## src/rtl/cq_pkg.sv

```systemverilog
// Shared sizing defaults and mode encodings for the cyclic replay queue.
package cq_pkg;
    localparam int DATA_W = 32;
    localparam int DEPTH  = 64;
    localparam int ADDR_W = $clog2(DEPTH);

    localparam logic MODE_WRITE = 1'b1;
    localparam logic MODE_READ  = 1'b0;
endpackage

```

## src/rtl/cq_mem.sv

```systemverilog
// Register-array storage: one synchronous write port, one asynchronous read port.
module cq_mem
    import cq_pkg::*;
#(
    parameter int MEM_DATA_W = DATA_W,
    parameter int MEM_DEPTH  = DEPTH,
    parameter int MEM_ADDR_W = $clog2(MEM_DEPTH)
) (
    input  logic                  clk,
    input  logic                  we,
    input  logic [MEM_ADDR_W-1:0] waddr,
    input  logic [MEM_DATA_W-1:0] wdata,
    input  logic [MEM_ADDR_W-1:0] raddr,
    output logic [MEM_DATA_W-1:0] rdata
);

    logic [MEM_DATA_W-1:0] mem [MEM_DEPTH];

    // Contents are intentionally never reset so a loaded set survives rst.
    always_ff @(posedge clk) begin
        if (we) begin
            mem[waddr] <= wdata;
        end
    end

    assign rdata = mem[raddr];

endmodule

```

## src/rtl/cyclic_queue.sv

```systemverilog
// Circular buffer whose reads are non-destructive and wrap to the oldest stored
// word, so a loaded set of words can be replayed indefinitely.
module cyclic_queue
    import cq_pkg::*;
#(
    parameter int Q_DATA_W = DATA_W,
    parameter int Q_DEPTH  = DEPTH,
    parameter int Q_ADDR_W = $clog2(Q_DEPTH)
) (
    input  logic                clk,
    input  logic                rst,
    input  logic                En,
    input  logic                mode,
    input  logic [Q_DATA_W-1:0] Data_In,
    output logic [Q_DATA_W-1:0] Data_Out
);

    localparam logic [Q_ADDR_W:0]   CNT_FULL = (Q_ADDR_W+1)'(Q_DEPTH);
    localparam logic [Q_ADDR_W-1:0] PTR_ONE  = Q_ADDR_W'(1);

    logic [Q_ADDR_W-1:0] wr_ptr;
    logic [Q_ADDR_W-1:0] rd_ptr;
    logic [Q_ADDR_W:0]   count;
    logic [Q_DATA_W-1:0] rdata;

    logic                do_write;
    logic                do_read;
    logic                full;
    logic                empty;
    logic [Q_ADDR_W-1:0] wr_step;
    logic [Q_ADDR_W-1:0] rd_step;
    logic [Q_ADDR_W-1:0] rd_after_read;

    assign do_write = En && (mode == MODE_WRITE);
    assign do_read  = En && (mode == MODE_READ);
    assign full     = (count == CNT_FULL);
    assign empty    = (count == '0);
    assign wr_step  = wr_ptr + PTR_ONE;
    assign rd_step  = rd_ptr + PTR_ONE;

    // Until full the valid words sit at 0..wr_ptr-1, so stepping onto wr_ptr means
    // we passed the newest word and must restart at 0. Once full, the oldest word
    // is at wr_ptr itself, which plain modulo stepping already reaches.
    assign rd_after_read = (!full && (rd_step == wr_ptr)) ? '0 : rd_step;

    cq_mem #(
        .MEM_DATA_W (Q_DATA_W),
        .MEM_DEPTH  (Q_DEPTH),
        .MEM_ADDR_W (Q_ADDR_W)
    ) u_mem (
        .clk   (clk),
        .we    (do_write && !rst),
        .waddr (wr_ptr),
        .wdata (Data_In),
        .raddr (rd_ptr),
        .rdata (rdata)
    );

    always_ff @(posedge clk) begin
        if (rst) begin
            wr_ptr   <= '0;
            rd_ptr   <= '0;
            count    <= '0;
            Data_Out <= '0;
        end else if (do_write) begin
            wr_ptr <= wr_step;
            if (!full) begin
                count <= count + (Q_ADDR_W+1)'(1);
            end else if (rd_ptr == wr_ptr) begin
                // The oldest word is being overwritten; keep rd_ptr on the new oldest.
                rd_ptr <= rd_step;
            end
        end else if (do_read) begin
            if (empty) begin
                Data_Out <= '0;
            end else begin
                Data_Out <= rdata;
                rd_ptr   <= rd_after_read;
            end
        end
    end

endmodule

```

## config.mk

```make
export PLATFORM = sky130hd
export DESIGN_NAME = cyclic_queue
export DESIGN_NICKNAME = d
export VERILOG_FILES = /design/src/rtl/cq_pkg.sv /design/src/rtl/cq_mem.sv /design/src/rtl/cyclic_queue.sv
export SDC_FILE = /design/constraint.sdc
export NUM_CORES = 2
export LEC_CHECK = 0
export BUFFER_PORTS_ARGS = -buffer_cell sky130_fd_sc_hd__buf_2
export CORE_ASPECT_RATIO = 1.2
export CORE_MARGIN = 2
export CORE_UTILIZATION = 57
export DETAILED_ROUTE_END_ITERATION = 8
export PLACE_DENSITY_LB_ADDON = 0.15
export SYNTH_ARGS = -nofsm -noshare
export SYNTH_HDL_FRONTEND = slang
export SYNTH_SLANG_ARGS = --single-unit
```

## constraint.sdc

```tcl
create_clock -name clk -period 5.8 [get_ports clk]
set_clock_uncertainty 0.05 [all_clocks]
set_input_delay 1.45 -clock clk [delete_from_list [all_inputs] [get_ports clk]]
set_output_delay 1.45 -clock clk [all_outputs]
set_load 0.005 [all_outputs]
```

# Word-level counts from Yosys, hierarchy flattened
# Memory sizes are Yosys's and may differ from the RTL's. A register that Yosys moved wholly into a read port is not among the register bits.
# Cells that the tools add are included.
[classes]
n_addsub = 3
magnitude_cmp = 0
n_eq_ne = 6
n_bitwise = 3
div = 0
n_shift = 0
reduce_logical = 11
n_mux = 11
mul = 0
[op_table]
columns = ["cell", "n"]
rows = [
  ["$mux 6", 8],
  ["$mux 32", 1],
  ["$add 6x1->6 const B", 2],
  ["$eq 6x6->1", 2],
  ["$add 7x1->7 const B", 1],
  ["$eq 7x7->1 const B", 1],
  ["$logic_not 7->1", 1],
  ["$logic_and 1x1->1", 4],
  ["$ne 2x1->1 const B", 2],
  ["$reduce_and 2->1", 2],
  ["$reduce_and 4->1", 1],
  ["$not 1->1", 3],
  ["$logic_not 1->1", 2],
  ["$mux 1", 2],
  ["$ne 2x2->1 const B", 1],
  ["$reduce_bool 2->1", 1],
]
[totals]
latchBits = 0
rom_bits = 0
in_bits = 36
ramBits = 2048
output_inout_bits = 32
reg_bits = 51
word_cells = 39
n_memories = 1
[memory_table]
columns = ["name", "words", "width", "rd", "rd_clocked_by_memory_dff", "wr", "line", "text"]
rows = [
  ["u_mem.mem", 64, 32, 1, 1, 1, "cq_mem.sv:17", "logic [MEM_DATA_W-1:0] mem [MEM_DEPTH];"],
]

# Longest topological paths before layout
[depth]
ltp_word = 9
ltp_mapped = 11
mapped_depth_nobuf = 7

# Hierarchy
# Synthesis repeated with hierarchy kept, for this count alone.
[unflattened]
hier_cells = 3531
hier_area_um2 = 80045.5
[modules_own_cells]
columns = ["mod", "cells_per_inst", "area_each_um2", "seq_area_each_um2", "instances"]
rows = [
  ["cq_mem", 3292, 77874.7, 61499.0, 1],
  ["cyclic_queue", 239, 2170.8, 1021.0, 1],
]

# Least setup slack after synthesis
# Ideal clock, no wire load.
[synth_timing]
path_kind = "input to register"
startpoint = "input mode"
endpoint = "memory u_mem.mem[47][0] in the netlist's numbering (enable)"
path_stages = 4
path_buffers = 1
setup_ns = 0.501
t_arrival_ns = 5.065
t_required_ns = 5.249
path_slack_ns = 0.183
cell_sequence = "and2_1 clkbuf_1 nand2_1 nor4_1"
[synth_via]
elab_chain_cells = 4
[synth_rtl]
columns = ["element", "line", "text"]
rows = [
  ["start: declaration", "cyclic_queue.sv:13", "input logic mode,"],
  ["$logic_and 1x1->1", "cyclic_queue.sv:34", "assign do_write = En && (mode == MODE_WRITE);"],
  ["$logic_and 1x1->1", "cyclic_queue.sv:52", ".we (do_write && !rst),"],
  ["$mux 1", "cq_mem.sv:21", "if (we) begin"],
  ["$mux 1 (not written as such)", "cq_mem.sv:22", "mem[waddr] <= wdata;"],
  ["end: declaration", "cq_mem.sv:17", ""],
]
# Every way passes these cells.

==> flow_summary.ini <==
[status]
status = finished with violations
violations = max-capacitance violations, max-slew violations

[clock_network]
htreeDepth = 4
root_buffer = clkbuf_16
numClockSinks = 2105
cts.path.max_buffers = 3
clock_latency_ns = 0.85
cts_resized = 0
cts_setup_buffers = 0
cts_tree = built
ctsHoldBuffers = 0
path_clk_slew_ns = 0.06
cts_made_buffers = 197

[yosys]
ys_ff_latch = 2105
synthArstFlopShare_pct = 0
synth-compound-area-share_pct = 2.69
yosys.area.top_type = edfxtp_1
synthCells = 3711
avgSynthCellArea_um2 = 21.8
synthSimpleGateAreaFrac_pct = 2.57
synth_adder_area_share_pct = 0.0619
synthXorXnorAreaFrac_pct = 0.206
synth_edf_count = 2048
synth_mux_area_share_pct = 15.4
syn-cell-area_um2 = 80900
synth_area_leaders = edfxtp_1 (76%), mux4_2 (13%), mux2i_1 (1.7%)
synth_seq_area_share_pct = 77.4
synth_top_area_share_pct = 76.0
yosys_warnings = 0
yosysUniqueCellTypes = 67
postSynthNetCount = 3751
synth-main-ff-cell = edfxtp_1
synth_top_family_by_area = multiplexers

[final_layout]
final_nets = 3988
layoutNonFillerInstCount = 5952
multi_input_area_um2 = 17400
syn_to_final_growth_pct = 12.0
drive_gt1_share_pct = 26.9
finish.utilization_pct = 64.3
seq_area_um2 = 62700
nFillCells = 9270

[power_and_ir_drop]
clock_power_share_pct = 41.1
p_int_mw = 24.3
peakVddDrop_mv = 0.301
swShare_pct = 21.6
pwr-share-seq_pct = 54.0
p_per_area_nw_per_um2 = 342
p_leak_nw = 27.3
p_comb_share_pct = 4.9
p_switching_mw = 6.70

[sta]
rsz0062_at_grt = no
hold_viol = 0
max-slew-margin-rel_pct = -3.95
finalCritPeriodShare_pct = 73.9
slew_violations = 2
tns_ns = 0
final-setup-viol-count = 0
hold_ws_ns = 0.440
fmax_ghz = 0.233
period_needed_ns = 4.29
max_slew.worst_pin.slew_ns = 1.54
setup_slack_ns = 1.51

[critical_path]
rr_endpoint = Data_Out[24]
critPathSlowestCell = a211oi_1
required_ns = 6.51
ff2ff_path_depth = 9
cp_max_fo = 50
crit_end = Data_Out[24]
worstPathArrival_ns = 4.99
start_kind = flop
cp-end-kind = flop
r2r_slack_ns = 1.51
critical_path.max_stage_delay_ns = 1.06
crit_type = reg2reg
cp_cell_sequence = buf_12, buf_4, mux4_2, nor2b_1, a211oi_1, buf_4, a211oi_1, nor3_1, nor4_1

[detailed_routing]
routed_via_density = 6.85
num_vias = 40799
drt_iter0_markers = 6001
ant_nets = 0
drt-wirelength-per-cell_um = 37.3
first_pass_iters = 7
drc = 0
routed_wl_mm = 222

[floorplan]
dieArea_um2 = 145000
dieHeight_um = 417
core_um2 = 141000
die_w_um = 348
core.rowCount = 151
pin_count = 68
start_util_pct = 57.4

[placed_design]
dp_hpwl_mm = 138
port_buffers = 67
gp_congestion = 0.910
pre_cts_ws_ns = 0.866
dp.cells = 5585

[grt]
grt_overflow = 0
grt_pass1_wl_mm = 310
antenna_found_initial = 15
grt_max_degree = 65
grt_pass1_vias = 39431
gr-usage-all-layers_pct = 31.1

[hold_path]
worstHoldPathType = reg2reg

[run]
max_cap_violations = 1
-- registers in the layout, summed over array words and instances (netlist names), named ones only --
| register | count |
|---|---|
| rd_ptr | 6 |
| u_mem.mem | 2048 |
| Data_Out | 32 |
| count | 7 |
| wr_ptr | 6 |
-- area by class of cell --
| class | instances | share of cell area (%) |
|---|---|---|
| Multi-Input combinational cell | 1402 | 19.2 |
| Tap cell | 1836 | 2.54 |
| Timing Repair Buffer | 236 | 2.03 |
| Antenna cell | 5 | 0.0138 |
| Inverter | 6 | 0.0249 |
| Clock inverter | 112 | 1.22 |
| Clock buffer | 250 | 5.78 |
| Sequential cell | 2105 | 69.2 |
-- worst max-delay path: cells and delay by family, from the launching register on --
kind | cells | cell delay (ns)
and+or+nand+nor | 3 | 0.74
buffers and inverters | 3 | 0.95
muxes | 1 | 0.24
AOI/OAI and AO/OA | 2 | 1.14
DFF | 1 | 0.91
-- worst min-delay path by stage --
stage	startpoint	endpoint	slack (ns)	cells past startpoint
global route	Data_Out[20]	Data_Out[20]	0.46	1
finish	Data_Out[20]	Data_Out[20]	0.44	1
floorplan	Data_Out[15]	Data_Out[15]	0.39	2
global placement	Data_Out[8]	Data_Out[8]	0.40	2
detailed placement	Data_Out[20]	Data_Out[20]	0.42	1
CTS	Data_Out[20]	Data_Out[20]	0.44	1
-- power by group through the flow --
stage          clock [mW]  sequential [mW]  combinational (mW)
6_report             12.7             16.8                1.52
5_1_grt              13.4             16.7                1.56
4_1_cts              12.9             16.8                1.51
3_5_place_dp            0             17.1                1.51
3_3_place_gp            0             17.1                1.50
2_1_floorplan           0             17.0               0.762
-- cells in the mapped netlist, drive strengths merged, types with 6 or more instances --
cell	number
edfxtp	2048
mux4	480
buf	152
mux2i	137
nor2	116
nand2	113
dfxtp	57
o22ai	56
clkbuf	46
o21ai	43
a21oi	41
nor3	41
a211oi	40
nor2b	34
nand3	30
mux2	22
nand2b	19
a221oi	18
a22o	18
a22oi	18
nor4	16
a2111oi	14
o221ai	13
xnor2	13
a32o	11
and2	10
a31oi	8
nand3b	7
o211ai	7
or3	7
or4	7
inv	6
nand4	6
xor2	6
-- cells by family (layout without fill, tap and decap cells) --
group           count (synthesis)  after routing
flops                        2105           2105
simple gates                  430            430
compound gates                310            310
mux                           639            639
fa+ha+maj                       4              4
xor+xnor                       19             19
other cells                     0              5
buf+inv                       204            604
-- routing by layer --
metal  up-vias  global-route usage, %  routed length (µm)
li1      16135                      -                   -
met1     21673                   42.6               81400
met2      2531                   49.0              108000
met3       450                   6.31               22100
met4        10                   13.8               10600
met5         -                      0                  64
-- metrics by stage --
stage / total power [mW] / area [µm²]
2_1_floorplan: 17.8 / 80900
3_3_place_gp: 18.6 / 84200
3_5_place_dp: 18.6 / 84200
4_1_cts: 31.1 / 90600
5_1_grt: 31.7 / 90600
6_report: 31.0 / 90600
-- layout by cell type (no fill, tap or decap), types with 13 or more instances in the layout --
| cell type | n |
|---|---|
| clkinv_2 | 35 |
| o22ai_1 | 56 |
| nand2_1 | 113 |
| o221ai_1 | 13 |
| bufinv_16 | 16 |
| mux2i_1 | 137 |
| mux2_2 | 22 |
| buf_12 | 15 |
| a22o_1 | 18 |
| edfxtp_1 | 2048 |
| buf_2 | 49 |
| clkbuf_16 | 199 |
| nand3_1 | 30 |
| nor2_1 | 53 |
| a22oi_1 | 18 |
| nor3_1 | 39 |
| xnor2_1 | 13 |
| buf_4 | 172 |
| a21oi_1 | 41 |
| mux4_2 | 480 |
| clkbuf_1 | 45 |
| a221oi_1 | 18 |
| nor4_1 | 15 |
| dfxtp_1 | 51 |
| o21ai_0 | 41 |
| clkinv_1 | 35 |
| a211oi_1 | 37 |
| nand2b_1 | 19 |
| nor2_4 | 61 |
| nor2b_1 | 32 |
No activity file was read; power rests on OpenSTA's default activity.
